<file path="src/rtl/stopwatch_pkg.sv">
// stopwatch_pkg: shared state encoding, digit indices and seven-segment glyphs.
package stopwatch_pkg;
  typedef enum logic [1:0] {RUN, PAUSED, ADJUST} state_t;
  localparam logic [7:0] SEG_BLANK = 8'hFF;
  localparam logic [1:0] DIG_SEC_ONES = 2'd0;
  localparam logic [1:0] DIG_SEC_TENS = 2'd1;
  localparam logic [1:0] DIG_MIN_ONES = 2'd2;
  localparam logic [1:0] DIG_MIN_TENS = 2'd3;
  localparam logic [7:0] SEG_LUT [10] = '{
    8'hC0, 8'hF9, 8'hA4, 8'hB0, 8'h99, 8'h92, 8'h82, 8'hF8, 8'h80, 8'h90
  };
  function automatic logic [7:0] seg_of(input logic [3:0] v);
    return (v > 4'd9) ? SEG_BLANK : SEG_LUT[v];
  endfunction
endpackage

</file>
<file path="src/rtl/strobe_div.sv">
// strobe_div: counts 0..DIV-1 and pulses strobe for one cycle at DIV-1; hold parks it at 0.
module strobe_div #(
  parameter int DIV = 2
) (
  input  logic clk,
  input  logic rst_n,
  input  logic hold,
  output logic strobe
);
  localparam int W = DIV > 1 ? $clog2(DIV) : 1;
  logic [W-1:0] cnt;
  assign strobe = cnt == W'(DIV - 1);
  always_ff @(posedge clk or negedge rst_n)
    if (!rst_n) cnt <= '0;
    else cnt <= (hold || strobe) ? '0 : cnt + W'(1);
endmodule

</file>
<file path="src/rtl/stopwatch_mmss.sv">
// stopwatch_mmss: MM:SS stopwatch with run/pause/clear/adjust and 4-digit muxed display.
// Optional STOPWATCH_COLON_EN drives the digit-2 dp as a colon.
module stopwatch_mmss
  import stopwatch_pkg::*;
#(
  parameter int TICK_DIV  = 100000000,
  parameter int ADJ_DIV   = 50000000,
  parameter int BLINK_DIV = 25000000,
  parameter int SCAN_DIV  = 100000,
  parameter int MAX_MIN   = 99
) (
  input  logic       clk,
  input  logic       rst_n,
  input  logic       pause_pulse,
  input  logic       clear_pulse,
  input  logic       adj,
  input  logic       sel,
  output logic [3:0] an,
  output logic [7:0] seg,
  output logic [6:0] minutes,
  output logic [5:0] seconds
);
  state_t state, state_nx;
  logic tick, adj_stb, blink_stb, scan_stb, phase, blank, dp;
  logic [1:0] idx;
  logic [3:0] dval;
  logic [7:0] glyph;
  logic [6:0] min_nx;
  logic [5:0] sec_nx;
  strobe_div #(.DIV(TICK_DIV)) u_tick (
    .clk(clk), .rst_n(rst_n), .hold(state != RUN || clear_pulse), .strobe(tick)
  );
  strobe_div #(.DIV(ADJ_DIV)) u_adj (
    .clk(clk), .rst_n(rst_n), .hold(state != ADJUST), .strobe(adj_stb)
  );
  strobe_div #(.DIV(BLINK_DIV)) u_blink (
    .clk(clk), .rst_n(rst_n), .hold(1'b0), .strobe(blink_stb)
  );
  strobe_div #(.DIV(SCAN_DIV)) u_scan (
    .clk(clk), .rst_n(rst_n), .hold(1'b0), .strobe(scan_stb)
  );
  always_comb begin
    state_nx = state;
    if (state == ADJUST) state_nx = adj ? ADJUST : PAUSED;
    else if (adj) state_nx = ADJUST;
    else if (pause_pulse) state_nx = (state == RUN) ? PAUSED : RUN;
  end
  // clear beats any strobe; adjust increments never carry between fields
  always_comb begin
    min_nx = minutes;
    sec_nx = seconds;
    if (clear_pulse) begin
      min_nx = '0;
      sec_nx = '0;
    end else if (state == RUN && tick) begin
      sec_nx = (seconds == 6'd59) ? '0 : seconds + 6'd1;
      if (seconds == 6'd59) min_nx = (minutes == 7'(MAX_MIN)) ? '0 : minutes + 7'd1;
    end else if (state == ADJUST && adj_stb) begin
      if (sel) sec_nx = (seconds == 6'd59) ? '0 : seconds + 6'd1;
      else min_nx = (minutes == 7'(MAX_MIN)) ? '0 : minutes + 7'd1;
    end
  end
  always_comb begin
    dval = (idx == DIG_SEC_ONES) ? 4'(seconds % 6'd10) :
           (idx == DIG_SEC_TENS) ? 4'(seconds / 6'd10) :
           (idx == DIG_MIN_ONES) ? 4'(minutes % 7'd10) : 4'(minutes / 7'd10);
    glyph = seg_of(dval);
    blank = state == ADJUST && !phase && (sel ? !idx[1] : idx[1]);
  end
`ifdef STOPWATCH_COLON_EN
  localparam int TW = TICK_DIV > 1 ? $clog2(TICK_DIV) : 1;
  logic [TW-1:0] colon_cnt;
  // tracks the tick prescaler so the colon is lit during the first half-second
  always_ff @(posedge clk or negedge rst_n)
    if (!rst_n) colon_cnt <= '0;
    else colon_cnt <= (state != RUN || clear_pulse || tick) ? '0 : colon_cnt + TW'(1);
  assign dp = !(idx == DIG_MIN_ONES && (state != RUN || colon_cnt < TW'(TICK_DIV / 2)));
`else
  assign dp = 1'b1;
`endif
  always_ff @(posedge clk or negedge rst_n)
    if (!rst_n) begin
      state   <= RUN;
      minutes <= '0;
      seconds <= '0;
      idx     <= DIG_SEC_ONES;
      phase   <= 1'b1;
      an      <= 4'b1111;
      seg     <= SEG_BLANK;
    end else begin
      state   <= state_nx;
      minutes <= min_nx;
      seconds <= sec_nx;
      idx     <= scan_stb ? idx + 2'd1 : idx;
      phase   <= (state != ADJUST) ? 1'b1 : blink_stb ? ~phase : phase;
      an      <= ~(4'b0001 << idx);
      seg     <= blank ? SEG_BLANK : {dp, glyph[6:0]};
    end
endmodule

</file>
<file path="config.mk">
export PLATFORM = sky130hd
export DESIGN_NAME = stopwatch_mmss
export DESIGN_NICKNAME = d
export VERILOG_FILES = /design/src/rtl/stopwatch_pkg.sv /design/src/rtl/strobe_div.sv /design/src/rtl/stopwatch_mmss.sv
export SDC_FILE = /design/constraint.sdc
export NUM_CORES = 1
export LEC_CHECK = 0
export ABC_CLOCK_PERIOD_IN_PS = 8600
export BUFFER_PORTS_ARGS = -buffer_cell sky130_fd_sc_hd__buf_2
export CAP_MARGIN = 10
export CELL_PAD_IN_SITES_DETAIL_PLACEMENT = 1
export CELL_PAD_IN_SITES_GLOBAL_PLACEMENT = 1
export CORE_ASPECT_RATIO = 1.5
export CORE_UTILIZATION = 52
export DETAILED_ROUTE_END_ITERATION = 6
export MAX_ROUTING_LAYER = met4
export PLACE_DENSITY_LB_ADDON = 0.1
export SLEW_MARGIN = 10
export SYNTH_ARGS = -nofsm -noshare
export SYNTH_HDL_FRONTEND = slang
export SYNTH_SLANG_ARGS = --single-unit
</file>
<file path="constraint.sdc">
create_clock -name clk -period 8.6 [get_ports clk]
set_input_delay 0.43 -clock clk [delete_from_list [all_inputs] [get_ports clk]]
set_output_delay 0.43 -clock clk [all_outputs]
set_load 0.02 [all_outputs]
</file>
Word-level counts from Yosys, hierarchy flattened
Memory sizes are Yosys's and may differ from the RTL's.
Cells that the tools add are included.
{"block": "word_totals", "register_bits": 125, "romBits": 128, "inputBits": 6, "out_inout_bits": 25, "memories": 1}
{"memory": "(name not given)", "depth": 16, "width": 8, "read_ports": 1, "rd_clocked_by_memory_dff": 0, "write_ports": 0, "line_no": "stopwatch_pkg.sv:13", "text": "return (v > 4'd9) ? SEG_BLANK : SEG_LUT[v];"}
{"block": "classes", "add_sub_neg": 7, "n_div": 4, "magnitude_cmp": 2, "eq_ne": 12, "n_shift": 1, "n_mux": 30, "bitwise": 3, "n_reduce_logical": 18}
{"operator": "$mux W7", "n": 10}
{"operator": "$mux W6", "n": 5}
{"operator": "$add A27 B1 Y27 const B", "n": 1}
{"operator": "$eq A27 B27 Y1 const B", "n": 1}
{"operator": "$mux W27", "n": 1}
{"operator": "$add A26 B1 Y26 const B", "n": 1}
{"operator": "$eq A26 B26 Y1 const B", "n": 1}
{"operator": "$mux W26", "n": 1}
{"operator": "$add A25 B1 Y25 const B", "n": 1}
{"operator": "$eq A25 B25 Y1 const B", "n": 1}
{"operator": "$mux W25", "n": 1}
{"operator": "$add A17 B1 Y17 const B", "n": 1}
{"operator": "$eq A17 B17 Y1 const B", "n": 1}
{"operator": "$mux W17", "n": 1}
{"operator": "$mux W4", "n": 3}
{"operator": "$reduce_bool A3 Y1", "n": 3}
{"operator": "$mux W2", "n": 4}
{"operator": "$add A7 B1 Y7 const B", "n": 1}
{"operator": "$div A7 B4 Y7 const B", "n": 1}
{"operator": "$eq A7 B7 Y1 const B", "n": 1}
{"operator": "$mod A7 B4 Y7 const B", "n": 1}
{"operator": "$add A6 B1 Y6 const B", "n": 1}
{"operator": "$div A6 B4 Y6 const B", "n": 1}
{"operator": "$eq A6 B6 Y1 const B", "n": 1}
{"operator": "20 further kinds", "n": 33}

Longest topological paths before layout
Gate-level depths: netlist of run 1.
{"block": "logic_depth", "ltp_word": 10, "depth_mapped": 15, "ltp_nobuf": 13}

Hierarchy
A second synthesis of run 1 with hierarchy kept.
{"block": "hier_totals", "cells_unflattened": 835, "area_unflattened_um2": 7632.3}
{"module": "stopwatch_mmss", "n_inst": 1, "cells_per_inst": 312, "area_each_um2": 2653.8, "seq_area_each_um2": 740.7}
{"module": "strobe_div (u_tick)", "n_inst": 1, "cells_per_inst": 151, "area_each_um2": 1417.6, "seq_area_each_um2": 675.6}
{"module": "strobe_div (u_adj)", "n_inst": 1, "cells_per_inst": 144, "area_each_um2": 1385.1, "seq_area_each_um2": 650.6}
{"module": "strobe_div (u_blink)", "n_inst": 1, "cells_per_inst": 141, "area_each_um2": 1327.5, "seq_area_each_um2": 625.6}
{"module": "strobe_div (u_scan)", "n_inst": 1, "cells_per_inst": 87, "area_each_um2": 848.3, "seq_area_each_um2": 425.4}

Least setup slack after synthesis of run 1
OpenSTA, ideal clock, no wires.
{"block": "synth_path", "path_kind": "register to register", "start": "reg seconds[4]", "end": "reg seg[3]", "setup_ns": 0.076, "arrival_ns": 3.114, "setup_slack_ns": 5.410, "path_stages_with_launch": 14, "n_path_buf": 1, "synth_period_minus_slack_ns": 3.190, "path_cell_list": "dfrtp_1 > buf_2 > inv_1 > ha_1 > o21ai_0 > nor2_1 > or3_4 > and3_1 > o31a_1 > nand2_1 > inv_1 > ha_1 > mux2_2 > a22oi_2"}
{"block": "synth_via", "elab_chain_len": 9, "word_cells_on_any_way": 11}
{"element": "from (decl)", "line_no": "stopwatch_mmss.sv:21", "text": "output logic [5:0] seconds"}
{"element": "from (signal assigned)", "line_no": "stopwatch_mmss.sv:93", "text": "seconds <= sec_nx;"}
{"element": "$div A6 B4 Y6", "line_no": "stopwatch_mmss.sv:65", "text": "(idx == DIG_SEC_TENS) ? 4'(seconds / 6'd10) :"}
{"element": "$mux W4", "line_no": "stopwatch_mmss.sv:65"}
{"element": "$mux W4 (*)", "line_no": "stopwatch_mmss.sv:64", "text": "dval = (idx == DIG_SEC_ONES) ? 4'(seconds % 6'd10) :"}
{"element": "$not A4 Y5 (implied by the code)", "line_no": "stopwatch_pkg.sv:13"}
{"element": "$mem_v2 Z16 W8"}
{"element": "$mux W7 (implied by the code) (2 in a row)", "line_no": "stopwatch_pkg.sv:13"}
{"element": "$mux W7 (*)", "line_no": "stopwatch_pkg.sv:13"}
{"element": "$mux W7 (*)", "line_no": "stopwatch_mmss.sv:97", "text": "seg <= blank ? SEG_BLANK : {dp, glyph[6:0]};"}
{"element": "to (signal assigned)", "line_no": "stopwatch_mmss.sv:97"}
{"element": "to (decl)", "line_no": "stopwatch_mmss.sv:19", "text": "output logic [7:0] seg,"}
Every way passes the cells marked *; elsewhere a longest branch is shown, timed or not. The select of a mux whose other input is x is not followed.
A chain may end at the register's enable or synchronous reset.

Worst setup path after layout of run 1
Same ends and word-level chain as after synthesis.

==> out/summary.txt, run 1 <==
DP Wirelength -> 11.8 mm
antenna diode count -> 0
setup TNS -> 0 ns
ys flop type -> dfrtp_1
# rows -> 51
Syn Area/Cell -> 9.25 um^2
number of global-route vias before repair -> 5,981
Fmax -> 285 MHz
register area -> 0.00312 mm^2
Final WS setup -> 5.09 ns
fill count -> 1,504
drt first pass iters -> 6
Post-synth EDFFs -> 0
Levels on crit path -> 12
WP data required -> 8.94 ns
Yosys warnings -> 0
drt via density -> 5.87
Worst Setup End Kind -> flop
CTS tree -> done
fin crit share -> 0.408
Post-synth ARST share -> 1.00
die width -> 96.3 um
worst r2r path cells -> 12
global route overflow -> 0
first-pass GRT wire length -> 28.2 mm
worst-margin pin slew -> 1.07 ns
Yosys cell types -> 74
share of layout cells above drive strength 1 -> 0.113
CTS buffer count -> 17
Seq/Total Area, Yosys -> 0.450
worst path buffer plus inverter count -> 2
leakage power -> 3.35 nW
RR Startpoint -> seconds[4]
max incr delay on CP -> 0.66 ns
Hold Vio Cnt, Final -> 0
CTS root buf -> clkbuf_16
Mapped Nets -> 779
Vias -> 5,554
synthesized area -> 0.00693 mm^2
IO Count -> 31
status -> finished, final reports clean
# setup viols final -> 0
crit-path max FO -> 18
DR WL/cell -> 18.1 um
Slew headroom -> 0.277
Synth Instances -> 749
post-CTS sizing -> 0
total power -> 1.48 mW
Nets -> 804
Max-Cap Viols -> 0
clk_skew -> 0.0106 ns
clk sink count -> 124
post-route ant nets -> 0
initial antenna violation count -> 0
startpoint types -> flop
clk_lat worst skew -> 0.41 ns
buffer count from post-CTS setup fixing -> 0
pre-CTS WS -> 5.15 ns
clk buf depth -> 2
pwr dens -> 191 mW/mm^2
RSZ-0062 raised after global routing -> no
synthesized flop and latch total -> 124
Max Transition Viols Final -> 0
slowest CP cell -> dfrtp_1
Overall Global Routing Usage -> 0.272
Setup Crit Path Kind -> reg2reg
crit path cell chain -> inv_1 > ha_1 > o21ai_0 > nor2_1 > or3_4 > and3_1 > o31a_1 > nand2_1 > inv_1 > ha_1 > mux2_2 > a22oi_2
core area -> 0.0130 mm^2
Hold Path Class -> in2async
starting density of the core -> 0.532
Max IR drop VDD -> 158 uV
clock slew at reported path FFs -> 0.06 ns
largest net degree at the start of global routing -> 71
placer congestion estimate -> 0.839
area of the multi-input gates -> 0.00358 mm^2
die footprint -> 0.0138 mm^2
Min Clock Period, post-route -> 3.51 ns
Area Overhead vs Synth -> 11.8%
cell family with most CP delay -> simple AND/OR/NAND/NOR gates
Remaining DRCs -> 0
Finished Core Util -> 0.595
hold_buf cts -> 0
crit path from -> seconds[4]
drt initial violations -> 181
height of the die -> 143 um
Synth area leader -> dfrtp_1
ranking of synthesized cells by area -> dfrtp_1 (40%), xor2_1 (5.9%), nor2_1 (5.5%)
CP Data Arrival Time -> 3.85 ns
H-tree level count -> 4
Synth top area share -> 0.404
Routed WL -> 17.1 mm
I/O Buffers -> 29
layout by cell type, fill, tap and decap left out, drive strengths merged, types with 6 or more instances in the layout:
cell    count
and2        8
a21oi      22
dfstp      12
nand4      15
nor2      101
nand2      62
buf        32
or3        19
nor3       19
xor2       47
inv        32
nand3      48
nor4        7
ha         24
dfrtp     112
xnor2      32
and3       21
nor2b       7
clkbuf     22
nand2b      9
clkinv      6
o21ai      44
metrics by stage:
stage	instances	instance area (um^2)	hold slack, ns
after floorplan	749	6930	0.134
after global placement	914	7180	0.442
after detailed placement	914	7180	0.477
after CTS	946	7750	0.0881
after global routing	946	7750	0.126
final	946	7750	0.0546
cell families after synthesis:
family,after synthesis,share of synthesized area
multiplexers,4,0.00650
XOR/XNOR,79,0.0998
buffers and inverters,56,0.0334
adder cells (fa/ha/maj),25,0.0448
other,1,0.000541
AND/OR/NAND/NOR,334,0.243
flip-flops,124,0.450
AO/OA/AOI/OAI,126,0.122
sequential cells by signal, indices dropped and copies added, names as in the netlist:
| name | flops |
|---|---|
| u_scan.cnt | 17 |
| minutes | 7 |
| phase | 1 |
| u_blink.cnt | 25 |
| u_adj.cnt | 26 |
| seconds | 6 |
| an | 4 |
| seg | 7 |
| state | 2 |
| idx | 2 |
| u_tick.cnt | 27 |
final timing paths:
path	slack [ns]	end
max	5.09	seg[3]
min	0.05	minutes[3]
max reg2reg	5.09	seg[3]
min reg2reg	0.48	u_tick.cnt[0]
max in group asynchronous	7.18	u_tick.cnt[4]
min in group clk	0.23	state[0]
synth_stat cells (17+ instances only):
cell type / instances
nand2_1: 62
ha_1: 24
a21oi_1: 21
inv_1: 30
dfrtp_1: 112
nor2_1: 101
xnor2_1: 32
o21ai_0: 41
xor2_1: 47
and3_1: 21
nor3_1: 19
nand3_1: 48
or3_1: 17
area by class of cell:
class / count / share of cell area
repair buffers: 32 / 0.0220
clock buffers: 22 / 0.0586
well taps: 159 / 0.0257
flip-flops and latches: 124 / 0.402
clock inverters: 10 / 0.0149
inverters: 30 / 0.0145
multi-input cells: 569 / 0.462
metal layers:
layer / vias up / track usage / part of all wire
li1: 2645 / - / -
met1: 2799 / 0.290 / 0.40
met2: 75 / 0.486 / 0.56
met3: 35 / 0.0455 / 0.020
met4: 0 / 0.117 / 0.020
met5: - / - / 0
where the power goes:
| part | total [mW] | switching, mW | leakage [nW] | internal, mW |
|---|---|---|---|---|
| combinational | 0.155 | 0.102 | 1.42 | 0.0528 |
| sequential | 0.629 | 0.0202 | 1.65 | 0.609 |
| clock | 0.699 | 0.264 | 0.283 | 0.435 |
| total | 1.48 | 0.386 | 3.35 | 1.10 |
Note: power is estimated with default switching activity, not from simulation.
==> run 2: changes to the inputs <==
- ABC_CLOCK_PERIOD_IN_PS: 8600 -> 3500
- CORE_UTILIZATION: 52 -> 48
- clock period: 8.6 -> 3.5 ns (I/O delays scaled with it)
==> out/summary.txt, run 2 (synthesized netlist as in run 1, its figures left out) <==
post-route ant nets -> 0
CTS buffer count -> 17
commonest cells after routing, fill and taps aside -> dfrtp_1 (112), nor2_1 (101), nand2_1 (62)
Area Overhead vs Synth -> 14.2%
Min Clock Period, post-route -> 3.14 ns
core area -> 0.0141 mm^2
starting density of the core -> 0.493
die footprint -> 0.0149 mm^2
commonest non-fill, non-tap cell in the layout -> dfrtp_1
post-CTS sizing -> 0
Inst Count DP -> 956
global route overflow -> 0
CP Data Arrival Time -> 3.50 ns
Slew headroom -> 0.426
clock slew at reported path FFs -> 0.06 ns
Max-Cap Viols -> 0
critical path's most frequent cell -> ha_1
clk_skew -> 0.00584 ns
largest net degree at the start of global routing -> 66
Max IR drop VDD -> 402 uV
H-tree level count -> 4
crit-path max FO -> 13
CTS tree -> done
Setup Crit Path Kind -> reg2reg
clk sink count -> 124
setup TNS -> 0 ns
share of layout cells above drive strength 1 -> 0.126
buffer count from post-CTS setup fixing -> 0
pwr dens -> 459 mW/mm^2
leakage power -> 3.41 nW
fin crit share -> 0.898
initial antenna violation count -> 1
Overall Global Routing Usage -> 0.260
clk buf depth -> 2
die width -> 100 um
height of the die -> 149 um
CTS root buf -> clkbuf_16
Hold Path Origin -> clear_pulse
RSZ-0062 raised after global routing -> no
drt initial violations -> 168
I/O Buffers -> 29
# rows -> 53
crit path from -> seconds[3]
drt first pass iters -> 4
hold_buf cts -> 4
DP Wirelength -> 12.0 mm
top flop regs -> u_tick.cnt (27), u_adj.cnt (26), u_blink.cnt (25)
final cell count without fillers -> 993
clk_lat worst skew -> 0.43 ns
Fmax -> 318 MHz
RR Startpoint -> seconds[3]
DR WL/cell -> 17.4 um
first-pass GRT wire length -> 29.5 mm
Hold Vio Cnt, Final -> 0
Routed WL -> 17.3 mm
max incr delay on CP -> 0.51 ns
max FFs per register -> 27
placer congestion estimate -> 0.892
crit path cell chain -> ha_1 > o21ai_0 > nor2_1 > or3_4 > and3_1 > o31a_1 > nand2_1 > inv_1 > ha_1 > mux2_2 > a22oi_2
Nets -> 817
Max Transition Viols Final -> 0
Remaining DRCs -> 0
Finished Core Util -> 0.563
worst-margin pin slew -> 0.861 ns
IO Count -> 31
status -> finished, final reports clean
Vias -> 5,550
Worst Setup End Kind -> flop
startpoint types -> flop
slowest CP cell -> dfrtp_1
number of global-route vias before repair -> 6,029
Hold Path Class -> in2reg
# setup viols final -> 0
WP data required -> 3.85 ns
drt via density -> 5.59
Largest Register -> u_tick.cnt
## run 2: where the power goes
| group | internal (mW) | switching [mW] |
|---|---|---|
| combinational | 0.142 | 0.264 |
| clock | 1.03 | 0.669 |
| sequential | 1.50 | 0.0325 |
| total | 2.67 | 0.965 |
## run 2: layout make-up
type                    instances  area, um^2
clock buffers                  22         474
diodes                          1        2.50
fillers                      1618        6140
well taps                     192         240
repair buffers                 45         290
flip-flops and latches        124        3120
multi-input cells             569        3590
inverters                      30         113
clock inverters                10        90.1
## run 2: per-layer routing
layer	track usage	vias to the layer above	wire (um)
li1	-	2674	-
met1	0.277	2760	6960
met2	0.455	73	9340
met3	0.0487	43	386
met4	0.133	0	592
met5	-	-	0
## run 2: worst max-delay path: cells and delay by family (launching register included)
family | cells | cell delay, ns
muxes | 1 | 0.27
adders and majority gates | 2 | 0.75
buffers and inverters | 1 | 0.11
and+or+nand+nor | 4 | 0.80
DFF | 1 | 0.51
AOI/OAI and AO/OA | 3 | 0.62
## run 2: metrics by stage
| stage | area (um^2) | hold slack (ns) | total power, mW | setup slack [ns] |
|---|---|---|---|---|
| after detailed placement | 7310 | 0.339 | 1.96 | 0.397 |
| after CTS | 7910 | 0.205 | 3.67 | 0.369 |
| final | 7910 | 0.219 | 3.63 | 0.358 |
| after floorplan | 6930 | -0.121 | 1.81 | 0.310 |
| after global placement | 7310 | 0.319 | 1.94 | 0.443 |
| after global routing | 7910 | 0.237 | 3.78 | 0.129 |
## run 2: final timing paths
check                                endpoint  slack [ns]  cells past startpoint
worst max-delay path                   seg[3]        0.36                     11
max in group asynchronous               phase        2.27                      3
worst min register to register  u_tick.cnt[0]        0.47                      1
worst min-delay path            u_tick.cnt[6]        0.22                      3
worst max register to register         seg[3]        0.36                     11
min in group asynchronous          minutes[6]        0.39                      2
==> run 3: changes to the inputs <==
==> constraint.sdc (replaced) <==
create_clock -name clk -period 3.5 [get_ports clk]
set_input_delay 0.35 -clock clk [delete_from_list [all_inputs] [get_ports clk]]
set_output_delay 0.35 -clock clk [all_outputs]
set_load 0.02 [all_outputs]
==> out/summary.txt, run 3 (synthesized netlist as in run 1, its figures left out) <==
share of layout cells above drive strength 1 -> 0.127
Finished Core Util -> 0.560
global route overflow -> 0
commonest non-fill, non-tap cell in the layout -> dfrtp_1
IO Count -> 31
Max-Cap Viols -> 0
drt first pass iters -> 5
CP Data Arrival Time -> 3.49 ns
placer congestion estimate -> 0.892
height of the die -> 149 um
clk_skew -> 0.00630 ns
Setup Crit Path Kind -> reg2reg
largest net degree at the start of global routing -> 66
Vias -> 5,542
hold_buf cts -> 0
max FFs per register -> 27
pwr dens -> 461 mW/mm^2
Overall Global Routing Usage -> 0.260
clk_lat worst skew -> 0.43 ns
Max IR drop VDD -> 403 uV
die width -> 100 um
worst-margin pin slew -> 0.858 ns
Routed WL -> 17.2 mm
Hold Vio Cnt, Final -> 0
reg2reg end -> seg[3]
starting density of the core -> 0.493
total power -> 3.63 mW
H-tree level count -> 4
Area Overhead vs Synth -> 13.6%
fill count -> 1,626
status -> finished, final reports clean
DR WL/cell -> 17.4 um
DP Wirelength -> 12.0 mm
CTS tree -> done
# setup viols final -> 0
die footprint -> 0.0149 mm^2
I/O Buffers -> 29
Largest Register -> u_tick.cnt
register area -> 0.00312 mm^2
clk buf depth -> 2
WP data required -> 3.85 ns
fin crit share -> 0.897
first-pass GRT wire length -> 29.4 mm
initial antenna violation count -> 1
startpoint types -> flop
CTS root buf -> clkbuf_16
RSZ-0062 raised after global routing -> no
Max Transition Viols Final -> 0
Min Clock Period, post-route -> 3.14 ns
final cell count without fillers -> 989
core area -> 0.0141 mm^2
post-route ant nets -> 0
Fmax -> 319 MHz
reg2reg setup slack -> 0.36 ns
clock slew at reported path FFs -> 0.06 ns
leakage power -> 3.40 nW
RR Startpoint -> seconds[3]
buffer count from post-CTS setup fixing -> 0
commonest cells after routing, fill and taps aside -> dfrtp_1 (112), nor2_1 (101), nand2_1 (62)
drt via density -> 5.60
# rows -> 53
crit-path max FO -> 13
post-CTS sizing -> 0
Hold Path Class -> in2async
Inst Count DP -> 956
Slew headroom -> 0.428
CTS buffer count -> 17
Worst Setup End Kind -> flop
drt initial violations -> 160
setup TNS -> 0 ns
top flop regs -> u_tick.cnt (27), u_adj.cnt (26), u_blink.cnt (25)
clk sink count -> 124
number of global-route vias before repair -> 6,005
area of the multi-input gates -> 0.00359 mm^2
Remaining DRCs -> 0
worst r2r path cells -> 11
Nets -> 813
run 3: cell types whose count changed in the layout (fill, tap and decap cells not counted), sizes merged:
cell         previous run  this run
dlygate4sd3             4         0
run 3: power by group:
group | switching (mW) | internal [mW]
Combinational | 0.263 | 0.138
Sequential | 0.0325 | 1.50
Clock | 0.668 | 1.03
Total | 0.963 | 2.66
run 3: layout make-up:
class                      instances  share of cell area
antenna                            1            0.000318
sequential                       124               0.396
clock buffer                      22              0.0602
multi-input combinational        569               0.455
inverter                          30              0.0143
tap                              192              0.0305
timing repair buffer              41              0.0318
clock inverter                    10              0.0114
run 3: worst max path at each step:
| stage | start | end | slack (ns) | cells past startpoint |
|---|---|---|---|---|
| finish | seconds[3] | seg[3] | 0.36 | 11 |
| global route | minutes[3] | seg[3] | 0.13 | 13 |
| CTS | seconds[3] | seg[3] | 0.37 | 11 |
| detailed placement | seconds[3] | seg[3] | 0.40 | 11 |
| global placement | seconds[3] | seg[3] | 0.44 | 11 |
| floorplan | seconds[4] | seg[3] | 0.31 | 13 |
run 3: through the flow:
| stage | setup WS (ns) | cell area, um^2 | hold WS (ns) |
|---|---|---|---|
| 2_1_floorplan | 0.310 | 6930 | 0.0544 |
| 3_3_place_gp | 0.443 | 7310 | 0.438 |
| 3_5_place_dp | 0.397 | 7310 | 0.449 |
| 4_1_cts | 0.369 | 7870 | 0.0595 |
| 5_1_grt | 0.129 | 7870 | 0.0928 |
| 6_report | 0.361 | 7870 | 0.0222 |
run 3: routing by layer:
metal / wire (um) / GRT usage
met5: 0 / -
met4: 548 / 0.121
met3: 398 / 0.0562
met2: 9310 / 0.455
met1: 6930 / 0.278
run 3: critical path, cell delays in order (launching register included):
cell	delay [ns]
dfrtp_1	0.51
ha_1	0.43
o21ai_0	0.18
nor2_1	0.08
or3_4	0.41
and3_1	0.17
o31a_1	0.29
nand2_1	0.14
inv_1	0.11
ha_1	0.32
mux2_2	0.27
a22oi_2	0.15
